<file path="config.mk">
export PLATFORM = sky130hd
export DESIGN_NAME = master_byte_ctrl
export DESIGN_NICKNAME = d
export VERILOG_FILES = /design/src/rtl/master_byte_ctrl.sv
export SDC_FILE = /design/constraint.sdc
export NUM_CORES = 1
export LEC_CHECK = 0
export BUFFER_PORTS_ARGS = -buffer_cell sky130_fd_sc_hd__buf_2
export CAP_MARGIN = 15
export CELL_PAD_IN_SITES_DETAIL_PLACEMENT = 1
export CELL_PAD_IN_SITES_GLOBAL_PLACEMENT = 1
export CORE_MARGIN = 3
export CORE_UTILIZATION = 30
export CTS_CLUSTER_DIAMETER = 120
export DETAILED_ROUTE_END_ITERATION = 10
export MAX_ROUTING_LAYER = met4
export PLACE_DENSITY_LB_ADDON = 0.1
export RECOVER_POWER = 25
export SETUP_SLACK_MARGIN = 0.1
export SLEW_MARGIN = 0
export SYNTH_ARGS = -nofsm -noshare
export SYNTH_HDL_FRONTEND = slang
export SYNTH_SLANG_ARGS = --single-unit
</file>
<file path="constraint.sdc">
create_clock -name master_scl_sixt -period 1.7 [get_ports master_scl_sixt]
set_clock_uncertainty 0.2 [all_clocks]
set_input_delay 0.34 -clock master_scl_sixt [delete_from_list [all_inputs] [get_ports master_scl_sixt]]
set_output_delay 0.34 -clock master_scl_sixt [all_outputs]
set_load 0.1 [all_outputs]
</file>
<file path="src/rtl/master_byte_ctrl.sv">
// Master byte controller: sequences START, one or more data bytes with
// ACK sampling, and STOP on a 16x oversampled clock. Drives open-drain
// SCL/SDA controls and the load/shift controls of an external PISO.
module master_byte_ctrl (
    input  logic master_scl_sixt,
    input  logic master_rst,
    input  logic master_go,
    input  logic master_byte_valid,
    output logic master_byte_ack,
    output logic master_load_data,
    output logic master_shift_data,
    input  logic master_serial_in_data,
    input  logic master_sda_in,
    output logic master_scl,
    output logic master_sda_oe,
    output logic master_busy,
    output logic master_done,
    output logic master_nack
);

    typedef enum logic [2:0] {
        ST_IDLE  = 3'd0,
        ST_START = 3'd1,
        ST_LOAD  = 3'd2,
        ST_DATA  = 3'd3,
        ST_ACK   = 3'd4,
        ST_STOP  = 3'd5
    } state_t;

    state_t     state_r, state_s;
    logic [3:0] tick_r, tick_s;
    logic [2:0] idx_r, idx_s;
    logic       nack_r, nack_s;
    logic       done_r, done_s;
    logic       ack_bit_r, ack_bit_s;

    // State, tick/index counters and status flags; reset lands in IDLE
    // without emitting a STOP condition.
    always_ff @(posedge master_scl_sixt) begin
        if (master_rst) begin
            state_r   <= ST_IDLE;
            tick_r    <= 4'd0;
            idx_r     <= 3'd0;
            nack_r    <= 1'b0;
            done_r    <= 1'b0;
            ack_bit_r <= 1'b0;
        end else begin
            state_r   <= state_s;
            tick_r    <= tick_s;
            idx_r     <= idx_s;
            nack_r    <= nack_s;
            done_r    <= done_s;
            ack_bit_r <= ack_bit_s;
        end
    end

    // Next-state logic: each slot state runs 16 ticks, LOAD is one cycle.
    always_comb begin
        state_s   = state_r;
        tick_s    = tick_r + 4'd1;
        idx_s     = idx_r;
        nack_s    = nack_r;
        ack_bit_s = ack_bit_r;
        done_s    = (state_r == ST_STOP) && (tick_r == 4'd15);
        case (state_r)
            ST_IDLE: begin
                tick_s = 4'd0;
                idx_s  = 3'd0;
                if (master_go && master_byte_valid) begin
                    state_s = ST_START;
                    nack_s  = 1'b0;
                end else begin
                    state_s = ST_IDLE;
                end
            end
            ST_START: begin
                if (tick_r == 4'd15) begin
                    state_s = ST_LOAD;
                end else begin
                    state_s = ST_START;
                end
            end
            ST_LOAD: begin
                state_s = ST_DATA;
                idx_s   = 3'd7;
                tick_s  = 4'd0;
            end
            ST_DATA: begin
                if (tick_r == 4'd15) begin
                    if (idx_r == 3'd0) begin
                        state_s = ST_ACK;
                    end else begin
                        idx_s = idx_r - 3'd1;
                    end
                end else begin
                    state_s = ST_DATA;
                end
            end
            ST_ACK: begin
                if (tick_r == 4'd12) begin
                    ack_bit_s = master_sda_in;
                end else begin
                    ack_bit_s = ack_bit_r;
                end
                if (tick_r == 4'd15) begin
                    if (ack_bit_r) begin
                        nack_s  = 1'b1;
                        state_s = ST_STOP;
                    end else if (master_byte_valid) begin
                        state_s = ST_LOAD;
                    end else begin
                        state_s = ST_STOP;
                    end
                end else begin
                    state_s = ST_ACK;
                end
            end
            ST_STOP: begin
                if (tick_r == 4'd15) begin
                    state_s = ST_IDLE;
                end else begin
                    state_s = ST_STOP;
                end
            end
            default: begin
                state_s = ST_IDLE;
                tick_s  = 4'd0;
                idx_s   = 3'd0;
            end
        endcase
    end

    // Output decode from state/tick/index; only the PISO bit feeds SDA live.
    always_comb begin
        master_scl        = 1'b1;
        master_sda_oe     = 1'b0;
        master_load_data  = 1'b0;
        master_byte_ack   = 1'b0;
        master_shift_data = 1'b0;
        master_busy       = (state_r != ST_IDLE);
        master_done       = done_r;
        master_nack       = nack_r;
        case (state_r)
            ST_IDLE: begin
                master_scl    = 1'b1;
                master_sda_oe = 1'b0;
            end
            ST_START: begin
                master_scl    = 1'b1;
                master_sda_oe = tick_r[3];
            end
            ST_LOAD: begin
                master_scl       = 1'b0;
                master_sda_oe    = 1'b1;
                master_load_data = 1'b1;
                master_byte_ack  = 1'b1;
            end
            ST_DATA: begin
                master_scl        = tick_r[3];
                master_sda_oe     = ~master_serial_in_data;
                master_shift_data = (tick_r == 4'd0) && (idx_r != 3'd7);
            end
            ST_ACK: begin
                master_scl    = tick_r[3];
                master_sda_oe = 1'b0;
            end
            ST_STOP: begin
                master_scl    = tick_r[3];
                master_sda_oe = ~(tick_r[3] & tick_r[2]);
            end
            default: begin
                master_scl    = 1'b1;
                master_sda_oe = 1'b0;
            end
        endcase
    end

endmodule

</file>
==> results of run 1 <==
-- layer usage --
metal | vias up | wire length (um) | GRT usage (%)
li1 | 403 | - | -
met5 | - | 0 | -
met2 | 13 | 1230 | 29.2
met1 | 386 | 1070 | 18.6
met4 | 0 | 24 | 4.97
met3 | 2 | 88 | 4.68
-- critical path: cells and delay by family (launching register included) --
family	cells	cell delay (ps)
flops	1	370
compound gates	3	400
buf+inv	2	320
-- registers in the layout (all words and copies together) (netlist names) --
| register | count |
|---|---|
| state_r | 3 |
| master_done | 1 |
| ack_bit_r | 1 |
| idx_r | 3 |
| master_nack | 1 |
| tick_r | 4 |
-- stage by stage --
stage | area [um^2] | utilization, %
final | 1350 | 53.9
after global routing | 1350 | 53.9
after CTS | 1280 | 51.2
after detailed placement | 1080 | 43.0
after global placement | 1080 | 43.0
after floorplan | 896 | -
-- layout by cell type (no fill, tap or decap), types with 3 or more instances in the layout --
master / count
sky130_fd_sc_hd__buf_4: 18
sky130_fd_sc_hd__a21oi_1: 5
sky130_fd_sc_hd__nor2_1: 13
sky130_fd_sc_hd__dfxtp_4: 3
sky130_fd_sc_hd__buf_12: 6
sky130_fd_sc_hd__inv_2: 3
sky130_fd_sc_hd__dfxtp_1: 4
sky130_fd_sc_hd__nand3_1: 3
sky130_fd_sc_hd__buf_6: 4
sky130_fd_sc_hd__inv_1: 6
sky130_fd_sc_hd__nand2_1: 6
sky130_fd_sc_hd__buf_2: 6
sky130_fd_sc_hd__clkbuf_4: 3
sky130_fd_sc_hd__nor2_4: 5
sky130_fd_sc_hd__ha_4: 4
sky130_fd_sc_hd__dfxtp_2: 6
-- final cells by class --
cell class	instances	area, um^2
Clock buffer	4	26.3
Fill cell	282	1150
Inverter	10	40.0
Multi-Input combinational cell	71	634
Sequential cell	13	279
Tap cell	30	37.5
Timing Repair Buffer	34	330
-- final timing paths --
kind,slack [ps],end,startpoint,cells past startpoint
max,-210,master_sda_oe,state_r[1],5
min,100,ack_bit_r,master_sda_in,3
max reg2reg,120,idx_r[2],idx_r[0],7
min reg2reg,320,master_nack,master_nack,2
-- timing repair --
action                                  CTS  global route
gates resized for setup                  27            12
buffers inserted                         11             2
gates cloned                              0             0
hold buffers                              0             0
pin swaps                                11             6
endpoints found under the setup margin   11            16
-- power breakdown --
group | internal (mW) | switching, mW | leakage (nW)
clock | 0.0912 | 0.112 | 0.0150
sequential | 0.304 | 0.00466 | 0.110
combinational | 0.0327 | 0.0460 | 0.362
-- kinds of logic (layout without fill, tap and decap cells) --
logic type                 after synthesis  after routing  synth area share [%]
DFF                                     13             13                  32.4
and+or+nand+nor                         40             40                  26.1
adders and majority gates                5              5                  7.80
xor gates and xnor gates                 2              2                  2.18
AOI/OAI and AO/OA                       22             22                  17.9
buffers and inverters                   17             48                  11.1
muxes                                    2              2                  2.50
==> metrics.log, run 1 <==
INFO  metric maxCapViolations = 0
INFO  metric globalRouteOverflowTotal = 0
INFO  metric period_needed = 1910 ps
INFO  metric cts_buffers = 3
INFO  metric worst_hold_slack = 104 ps
INFO  metric dieWidth = 57.7 um
INFO  metric fmaxAchievable = 523 MHz
INFO  metric synth-seq-cells = 13
INFO  metric vdd_ir_drop_max = 0.000450 V
INFO  metric insertion_delay = 280 ps
INFO  metric post_route_cells_drive_above_1_share = 56.8%
INFO  metric cts_tree = yes
INFO  metric die_area = 0.00333 mm^2
INFO  metric slowest_delay = 370 ps
INFO  metric path_max_fanout = 6
INFO  metric setup.worst_path.class = flip-flop to primary output
INFO  metric grt_pass1_wl = 4.11 mm
INFO  metric die_height = 57.7 um
INFO  metric grt_start_max_net_pins = 9
INFO  metric drv_slew = 0
INFO  metric final-instance-count-excl-fill = 162
INFO  metric num-nets-final = 144
INFO  metric synth-main-ff-cell = sky130_fd_sc_hd__dfxtp_1
INFO  metric cpMaxStageDelayCell = sky130_fd_sc_hd__dfxtp_4
INFO  metric run_status = complete, but fails checks
INFO  metric min_period_over_period = 112%
INFO  metric syn-cell-area = 802 um^2
INFO  metric arrival = 1370 ps
INFO  metric cts_htree_levels = 1
INFO  metric clockBufferDepth = 2
INFO  metric gpl.final_weighted_congestion = 0.743
INFO  metric floorplan.rows = 18
INFO  metric setup_tns = -670 ps
INFO  metric core_area = 0.00250 mm^2
INFO  metric library_cell_with_the_largest_summed_area_after_synthesis = sky130_fd_sc_hd__dfxtp_1
INFO  metric worst_ep_required_time = 1160 ps
INFO  metric clk_transition_reported_paths = 80 ps
INFO  metric placement.io_buffers = 13
INFO  metric timing_worst_slew_pin_value = 482 ps
INFO  metric post-dp-hpwl = 1.65 mm
INFO  metric synth-async-reset-ratio = 0%
INFO  metric syn_area_per_cell = 7.94 um^2
INFO  metric clock-root-buffer = sky130_fd_sc_hd__clkbuf_4
INFO  metric detailedRoute.firstPassIterationCount = 2
INFO  metric antenna_found_initial = 0
INFO  metric syn-instance-count = 101
INFO  metric maxSlewHeadroom = 68.1%
INFO  metric routed_wire_length_per_instance = 14.9 um
INFO  metric crit_path_cell_trace = buf_6 > a21oi_2 > o22ai_2 > a31oi_4 > buf_12
INFO  metric ant_nets = 0
INFO  metric power.density_cell_area = 439 mW/mm^2
INFO  metric post-synth-top-count-cell = sky130_fd_sc_hd__nor2_1
INFO  metric power.total = 0.591 mW
INFO  metric drt-initial-drc-count = 12
INFO  metric antenna-diode-count = 0
INFO  metric place_inst = 145
INFO  metric synth_top_cell_area_share = 32.4%
INFO  metric final-hold-violation-count = 0
INFO  metric via_count_of_the_first_global_routing_pass = 872
INFO  metric yosys.cell_types.count = 34
INFO  metric worstSetupEndpointType = primary output
INFO  metric synth.cells.most_frequent = sky130_fd_sc_hd__nor2_1 (16), sky130_fd_sc_hd__dfxtp_1 (13), sky130_fd_sc_hd__inv_1 (10)
INFO  metric cts_num_sinks = 13
INFO  metric synthTopCellsByArea = sky130_fd_sc_hd__dfxtp_1 (32%), sky130_fd_sc_hd__ha_1 (7.8%), sky130_fd_sc_hd__nor2_1 (7.5%)
INFO  metric synth.yosys.seq_area_share = 32.4%
INFO  metric detailroute.via_count = 804
INFO  metric synthToLayoutAreaGrowth = 68.0%
INFO  metric routed_wl = 2.41 mm
INFO  metric place_ws = -21.7 ps
INFO  metric design.portCount = 14
INFO  metric rsz_0062_raised_after_global_routing = yes
INFO  metric synth.net_count = 112
INFO  metric number_of_enable_type_register_cells_in_the_synthesized_netlist = 0
INFO  metric yosys_warnings = 0
INFO  metric starting_density_of_the_core = 32.1%
INFO  metric crit_path_start_kind = flip-flop
INFO  metric post-route-worst-setup-slack = -211 ps
INFO  metric timing.hold.worst.class = input port to flip-flop
INFO  metric drcViolationCount = 0
INFO  metric gr-usage-all-layers = 16.8%
INFO  metric violations = negative setup slack
INFO  metric total_leakage_power = 0.488 nW
INFO  metric finalSetupViolations = 6
INFO  metric viasPerCell = 4.96
(Power assumes the default switching activity.)
==> run 2: changes to the inputs <==
--- a/config.mk
+++ b/config.mk
@@ -5,7 +5,6 @@
 export SDC_FILE = /design/constraint.sdc
 export NUM_CORES = 1
 export LEC_CHECK = 0
-export BUFFER_PORTS_ARGS = -buffer_cell sky130_fd_sc_hd__buf_2
 export CAP_MARGIN = 15
 export CELL_PAD_IN_SITES_DETAIL_PLACEMENT = 1
 export CELL_PAD_IN_SITES_GLOBAL_PLACEMENT = 1
@@ -13,6 +12,7 @@
 export CORE_UTILIZATION = 30
 export CTS_CLUSTER_DIAMETER = 120
 export DETAILED_ROUTE_END_ITERATION = 10
+export DONT_BUFFER_PORTS = 1
 export MAX_ROUTING_LAYER = met4
 export PLACE_DENSITY_LB_ADDON = 0.1
 export RECOVER_POWER = 25
==> run 2 against run 1 <==
  * The flow still finishes with violations (negative setup slack)
  * Cell count decreased by 0.62%
  * Highest routed layer unchanged
  * Clock power barely moved
  * Critical endpoint unchanged
  * Combinational power hardly changed
  * Worst hold slack lost 82 ps
  * Sequential power about the same
  * Via count increased by 1.7%
  * Critical path depth is the same
  * Die area stayed put
  * Largest power group unchanged
  * First-iteration DRC count shrank 33%
  * Global-route usage is 0.10 points lower
==> metrics.log, run 2 (synthesis gave the netlist of run 1 again) <==
INFO  metric core_area = 0.00250 mm^2 (unchanged)
INFO  metric clk_transition_reported_paths = 90 ps (was 80 ps)
INFO  metric critical_path.startpoint = state_r[0] (was state_r[1])
INFO  metric final-hold-violation-count = 0 (unchanged)
INFO  metric layout_top_registers = tick_r: 4 flops, idx_r: 3 flops, state_r: 3 flops (unchanged)
INFO  metric insertion_delay = 280 ps (about the same)
INFO  metric ff2ff_path_depth = 7 (unchanged)
INFO  metric rsz_0062_raised_after_global_routing = yes (unchanged)
INFO  metric detailedRoute.firstPassIterationCount = 2 (unchanged)
INFO  metric period_needed = 1910 ps (about the same)
INFO  metric worst_hold_slack = 21.5 ps (was 104 ps)
INFO  metric cts_num_sinks = 13 (unchanged)
INFO  metric vdd_ir_drop_max = 0.000420 V (was 0.000450 V)
INFO  metric post-dp-hpwl = 1.60 mm (was 1.65 mm)
INFO  metric cts_buffers = 3 (unchanged)
INFO  metric post_route_cells_drive_above_1_share = 60.3% (was 56.8%)
INFO  metric drcViolationCount = 0 (unchanged)
INFO  metric num-nets-final = 143 (was 144)
INFO  metric globalRouteOverflowTotal = 0 (unchanged)
INFO  metric setup.worst_path.class = flip-flop to primary output (unchanged)
INFO  metric final_cell_mix = sky130_fd_sc_hd__buf_4 (21), sky130_fd_sc_hd__nor2_1 (13), sky130_fd_sc_hd__inv_1 (6), sky130_fd_sc_hd__dfxtp_2 (6), sky130_fd_sc_hd__buf_12 (6) (was sky130_fd_sc_hd__buf_4 (18), sky130_fd_sc_hd__nor2_1 (13))
INFO  metric power.total = 0.589 mW (was 0.591 mW)
INFO  metric design.portCount = 14 (unchanged)
INFO  metric crit_path_start_kind = flip-flop (unchanged)
INFO  metric viasPerCell = 5.08 (was 4.96)
INFO  metric clock-root-buffer = sky130_fd_sc_hd__clkbuf_4 (unchanged)
INFO  metric maxCapViolations = 0 (unchanged)
INFO  metric synthToLayoutAreaGrowth = 73.3% (was 68.0%)
INFO  metric r2r_start = idx_r[1] (was idx_r[0])
INFO  metric ant_nets = 0 (unchanged)
INFO  metric gpl.final_weighted_congestion = 0.779 (was 0.743)
INFO  metric antenna_found_initial = 0 (unchanged)
INFO  metric clockBufferDepth = 2 (unchanged)
INFO  metric fmaxAchievable = 524 MHz (was 523 MHz)
INFO  metric grt_pass1_wl = 4.11 mm (unchanged)
INFO  metric antenna-diode-count = 0 (unchanged)
INFO  metric starting_density_of_the_core = 32.1% (unchanged)
INFO  metric dieWidth = 57.7 um (unchanged)
INFO  metric die_height = 57.7 um (unchanged)
INFO  metric maxSlewHeadroom = 66.7% (was 68.1%)
INFO  metric die_area = 0.00333 mm^2 (unchanged)
INFO  metric via_count_of_the_first_global_routing_pass = 855 (was 872)
INFO  metric violations = negative setup slack (unchanged)
INFO  metric place_ws = -2.02 ps (was -21.7 ps)
INFO  metric max_flop_register = tick_r (unchanged)
INFO  metric path_max_fanout = 6 (unchanged)
INFO  metric drv_slew = 0 (unchanged)
INFO  metric detailroute.via_count = 818 (was 804)
INFO  metric gr-usage-all-layers = 16.7% (was 16.8%)
INFO  metric cts_htree_levels = 1 (unchanged)
INFO  metric worstSetupEndpointType = primary output (unchanged)
INFO  metric largest_register_ffs = 4 (unchanged)
INFO  metric drt-initial-drc-count = 8 (was 12)
INFO  metric timing.hold.worst.class = input port to flip-flop (unchanged)
INFO  metric cts_tree = yes (unchanged)
INFO  metric grt_start_max_net_pins = 10 (was 9)
INFO  metric arrival = 1370 ps (about the same)
INFO  metric floorplan.rows = 18 (unchanged)
INFO  metric min_delay_src = master_sda_in (unchanged)
INFO  metric post-route-worst-setup-slack = -208 ps (was -211 ps)
INFO  metric timing_worst_slew_pin_value = 494 ps (was 482 ps)
INFO  metric finalSetupViolations = 6 (unchanged)
INFO  metric layout.cells.most_common = sky130_fd_sc_hd__buf_4 (unchanged)
INFO  metric total_leakage_power = 0.501 nW (was 0.488 nW)
INFO  metric routed_wire_length_per_instance = 16.2 um (was 14.9 um)
INFO  metric hold_path_depth = 2 (was 3)
INFO  metric run_status = complete, but fails checks (unchanged)
INFO  metric placement.io_buffers = 0 (was 13)
INFO  metric worst_ep_required_time = 1160 ps (about the same)
INFO  metric min_period_over_period = 112% (about the same)
INFO  metric routed_wl = 2.61 mm (was 2.41 mm)
INFO  metric power.density_cell_area = 424 mW/mm^2 (was 439 mW/mm^2)
==> run 2: changes by cell type in the layout (fill, tap and decap cells not counted), sizes merged <==
cell | before | now
dlygate4sd3 | 0 | 1
buf | 34 | 32
==> run 2: worst paths after layout <==
| path | endpoint | slack [ps] |
|---|---|---|
| worst max register to register | idx_r[1] | 110 |
| worst min register to register | master_nack | 300 |
| worst min-delay path | ack_bit_r | 20 |
| worst max-delay path | master_sda_oe | -210 |
==> run 2: power breakdown <==
group,switching (mW),internal (mW),total (mW)
clock network,0.110,0.0911,0.201
logic,0.0459,0.0331,0.0790
registers,0.00514,0.304,0.309
==> run 2: critical path: stages, from the launching register on <==
cell                      delay, ps
sky130_fd_sc_hd__dfxtp_4        400
sky130_fd_sc_hd__inv_1           90
sky130_fd_sc_hd__nor2_1         130
sky130_fd_sc_hd__o22ai_2         90
sky130_fd_sc_hd__a31oi_4        170
sky130_fd_sc_hd__buf_12         190
==> run 2: layer usage <==
layer	wire [um]	vias to the layer above	GRT usage, %	share of wire (%)
li1	-	405	-	-
met3	86	7	5.12	3.3
met2	1260	16	26.1	48
met1	1190	390	20.5	46
met4	66	0	5.30	2.5
met5	0	-	-	0
==> run 2: timing repair <==
action,4_1_cts,5_1_grt
pin swaps,11,13
setup buffers,11,5
hold buffers,1,0
setup endpoints to repair,10,12
gates resized for setup,25,19
endpoints found under the hold margin,6,0
==> run 2: final cells by class <==
class,count,area [um^2]
clock buffer,4,26.3
fill,281,1110
inverter,10,40.0
multi-input combinational,71,663
sequential,13,279
tap,30,37.5
timing repair buffer,33,344
==> run 2: metrics by stage <==
| stage | instance area, um^2 | std cells | util (%) | TNS (ps) |
|---|---|---|---|---|
| final | 1390 | 161 | 55.6 | -861 |
| after global routing | 1390 | 161 | 55.6 | -1220 |
| after CTS | 1260 | 157 | 50.5 | -865 |
| after detailed placement | 1060 | 141 | 42.5 | -2.02 |
| after global placement | 1060 | 141 | 42.5 | 0 |
| after floorplan | 896 | 101 | - | -897 |
==> run 3: changes to the inputs <==
--- a/config.mk
+++ b/config.mk
@@ -6,15 +6,13 @@
 export NUM_CORES = 1
 export LEC_CHECK = 0
 export CAP_MARGIN = 15
-export CELL_PAD_IN_SITES_DETAIL_PLACEMENT = 1
-export CELL_PAD_IN_SITES_GLOBAL_PLACEMENT = 1
 export CORE_MARGIN = 3
 export CORE_UTILIZATION = 30
 export CTS_CLUSTER_DIAMETER = 120
+export CTS_CLUSTER_SIZE = 24
 export DETAILED_ROUTE_END_ITERATION = 10
 export DONT_BUFFER_PORTS = 1
 export MAX_ROUTING_LAYER = met4
-export PLACE_DENSITY_LB_ADDON = 0.1
 export RECOVER_POWER = 25
 export SETUP_SLACK_MARGIN = 0.1
 export SLEW_MARGIN = 0
==> run 3 against run 2 <==
  * The run still ends with negative setup slack left
  * Worst setup slack lost 27 ps
  * Fmax is 1.4% lower
  * Critical path depth did not move
  * Die area unchanged
  * Clock power hardly changed
  * Largest power group unchanged
==> metrics.log, run 3 (synthesis gave the netlist of run 1 again) <==
INFO  metric hold_path_depth = 2 (unchanged)
INFO  metric arrival = 1400 ps (was 1370 ps)
INFO  metric worst_ep_required_time = 1160 ps (about the same)
INFO  metric gr-usage-all-layers = 13.8% (was 16.7%)
INFO  metric cts_buffers = 3 (unchanged)
INFO  metric core_area = 0.00250 mm^2 (unchanged)
INFO  metric multi_input_comb_area = 622 um^2 (was 663 um^2)
INFO  metric placed_area = 0.00104 mm^2 (was 0.00106 mm^2)
INFO  metric floorplan.rows = 18 (unchanged)
INFO  metric worst_hold_slack = 12.1 ps (was 21.5 ps)
INFO  metric post-route-worst-setup-slack = -236 ps (was -208 ps)
INFO  metric cts_htree_levels = 1 (unchanged)
INFO  metric period_needed = 1940 ps (was 1910 ps)
INFO  metric insertion_delay = 280 ps (about the same)
INFO  metric ant_nets = 0 (unchanged)
INFO  metric finish.utilization = 50.8% (was 55.6%)
INFO  metric setup.worst_path.class = flip-flop to primary output (unchanged)
INFO  metric layout_top_registers = tick_r: 4 flops, idx_r: 3 flops, state_r: 3 flops (unchanged)
INFO  metric post-dp-hpwl = 1.43 mm (was 1.60 mm)
INFO  metric design.portCount = 14 (unchanged)
INFO  metric grt_pass1_wl = 3.39 mm (was 4.11 mm)
INFO  metric drcViolationCount = 0 (unchanged)
INFO  metric timing.hold.worst.class = input port to flip-flop (unchanged)
INFO  metric largest_register_ffs = 4 (unchanged)
INFO  metric maxSlewHeadroom = 64.1% (was 66.7%)
INFO  metric cts_tree = yes (unchanged)
INFO  metric design_area = 0.00127 mm^2 (was 0.00139 mm^2)
INFO  metric clk_transition_reported_paths = 80 ps (was 90 ps)
INFO  metric worstSetupEndpointType = primary output (unchanged)
INFO  metric ff2ff_path_depth = 6 (was 7)
INFO  metric final-instance-count-excl-fill = 152 (was 161)
INFO  metric finalSetupViolations = 6 (unchanged)
INFO  metric vdd_ir_drop_max = 0.000396 V (was 0.000420 V)
INFO  metric layout.area.seq = 282 um^2 (was 279 um^2)
INFO  metric total_leakage_power = 0.452 nW (was 0.501 nW)
INFO  metric num-nets-final = 134 (was 143)
INFO  metric die_height = 57.7 um (unchanged)
INFO  metric placement.io_buffers = 0 (unchanged)
INFO  metric clockBufferDepth = 2 (unchanged)
INFO  metric via_count_of_the_first_global_routing_pass = 765 (was 855)
INFO  metric power.total = 0.589 mW (about the same)
INFO  metric power.density_cell_area = 464 mW/mm^2 (was 424 mW/mm^2)
INFO  metric violations = negative setup slack (unchanged)
INFO  metric antenna-diode-count = 0 (unchanged)
INFO  metric final_cell_mix = sky130_fd_sc_hd__nor2_1 (14), sky130_fd_sc_hd__buf_4 (12), sky130_fd_sc_hd__inv_1 (6), sky130_fd_sc_hd__nand2_1 (6) (was sky130_fd_sc_hd__buf_4 (21), sky130_fd_sc_hd__nor2_1 (13), sky130_fd_sc_hd__inv_1 (6), sky130_fd_sc_hd__dfxtp_2 (6), sky130_fd_sc_hd__buf_12 (6))
INFO  metric cts_num_sinks = 13 (unchanged)
INFO  metric place_ws = -13.1 ps (was -2.02 ps)
INFO  metric place_inst = 139 (was 141)
INFO  metric starting_density_of_the_core = 32.1% (unchanged)
INFO  metric min_period_over_period = 114% (was 112%)
INFO  metric maxCapViolations = 0 (unchanged)
INFO  metric drv_slew = 0 (unchanged)
INFO  metric crit_path_start_kind = flip-flop (unchanged)
INFO  metric max_flop_register = tick_r (unchanged)
INFO  metric timing_worst_slew_pin_value = 541 ps (was 494 ps)
INFO  metric globalRouteOverflowTotal = 0 (unchanged)
INFO  metric die_area = 0.00333 mm^2 (unchanged)
INFO  metric antenna_found_initial = 0 (unchanged)
INFO  metric post_route_cells_drive_above_1_share = 50.8% (was 60.3%)
INFO  metric run_status = complete, but fails checks (unchanged)
INFO  metric path_max_fanout = 8 (was 6)
INFO  metric routed_wire_length_per_instance = 14.1 um (was 16.2 um)
INFO  metric clock-root-buffer = sky130_fd_sc_hd__clkbuf_4 (unchanged)
INFO  metric drt-initial-drc-count = 15 (was 8)
INFO  metric setup_tns = -995 ps (was -861 ps)
INFO  metric routed_wl = 2.14 mm (was 2.61 mm)
INFO  metric viasPerCell = 5.07 (was 5.08)
INFO  metric synthToLayoutAreaGrowth = 58.2% (was 73.3%)
INFO  metric detailroute.via_count = 770 (was 818)
INFO  metric rsz_0062_raised_after_global_routing = yes (unchanged)
INFO  metric gpl.final_weighted_congestion = 0.845 (was 0.779)
INFO  metric layout.cells.most_common = sky130_fd_sc_hd__nor2_1 (was sky130_fd_sc_hd__buf_4)
INFO  metric grt_start_max_net_pins = 9 (was 10)
INFO  metric fmaxAchievable = 517 MHz (was 524 MHz)
INFO  metric dieWidth = 57.7 um (unchanged)
INFO  metric final-hold-violation-count = 0 (unchanged)
INFO  metric fill_cells = 231 (was 281)
INFO  metric detailedRoute.firstPassIterationCount = 4 (was 2)
run 3: critical path, cell delays in order, from the launching register on:
cell and delay, ps:
sky130_fd_sc_hd__dfxtp_4 410, sky130_fd_sc_hd__nor2_1 70, sky130_fd_sc_hd__nor2_1 160, sky130_fd_sc_hd__o22ai_2 100, sky130_fd_sc_hd__a31oi_4 180, sky130_fd_sc_hd__buf_12 190
run 3: final timing paths:
path                                     from             to  slack (ps)
worst max-delay path               state_r[2]  master_sda_oe        -240
worst min-delay path            master_sda_in      ack_bit_r          10
worst max register to register      tick_r[0]       idx_r[2]          30
worst min register to register      tick_r[0]      tick_r[0]         320
run 3: per-layer routing:
layer  share of wire, %  wire (um)  track usage (%)  vias up
li1                   -          -                -      387
met1                 43        926             16.3      365
met2                 52       1110             21.8       11
met4                2.8         60             7.28        0
met3                2.0         43             2.90        7
met5                  0          0                -        -
run 3: power breakdown:
group | internal (mW) | total [mW] | switching [mW]
Sequential | 0.302 | 0.306 | 0.00328
Clock | 0.0913 | 0.202 | 0.110
Combinational | 0.0360 | 0.0820 | 0.0460
run 3: layout make-up:
cell class | count | share of cell area, %
multi-input combinational | 71 | 49.0
tap | 30 | 2.96
timing repair buffer | 24 | 20.6
clock buffer | 4 | 2.07
inverter | 10 | 3.16
sequential | 13 | 22.2
run 3: what timing repair did:
item,in CTS,in global routing
setup buffers,7,1
endpoints found under the setup margin,10,14
gates resized for setup,25,14
pin swaps,11,7
gates cloned,0,0
endpoints found under the hold margin,6,0
hold buffers,1,0
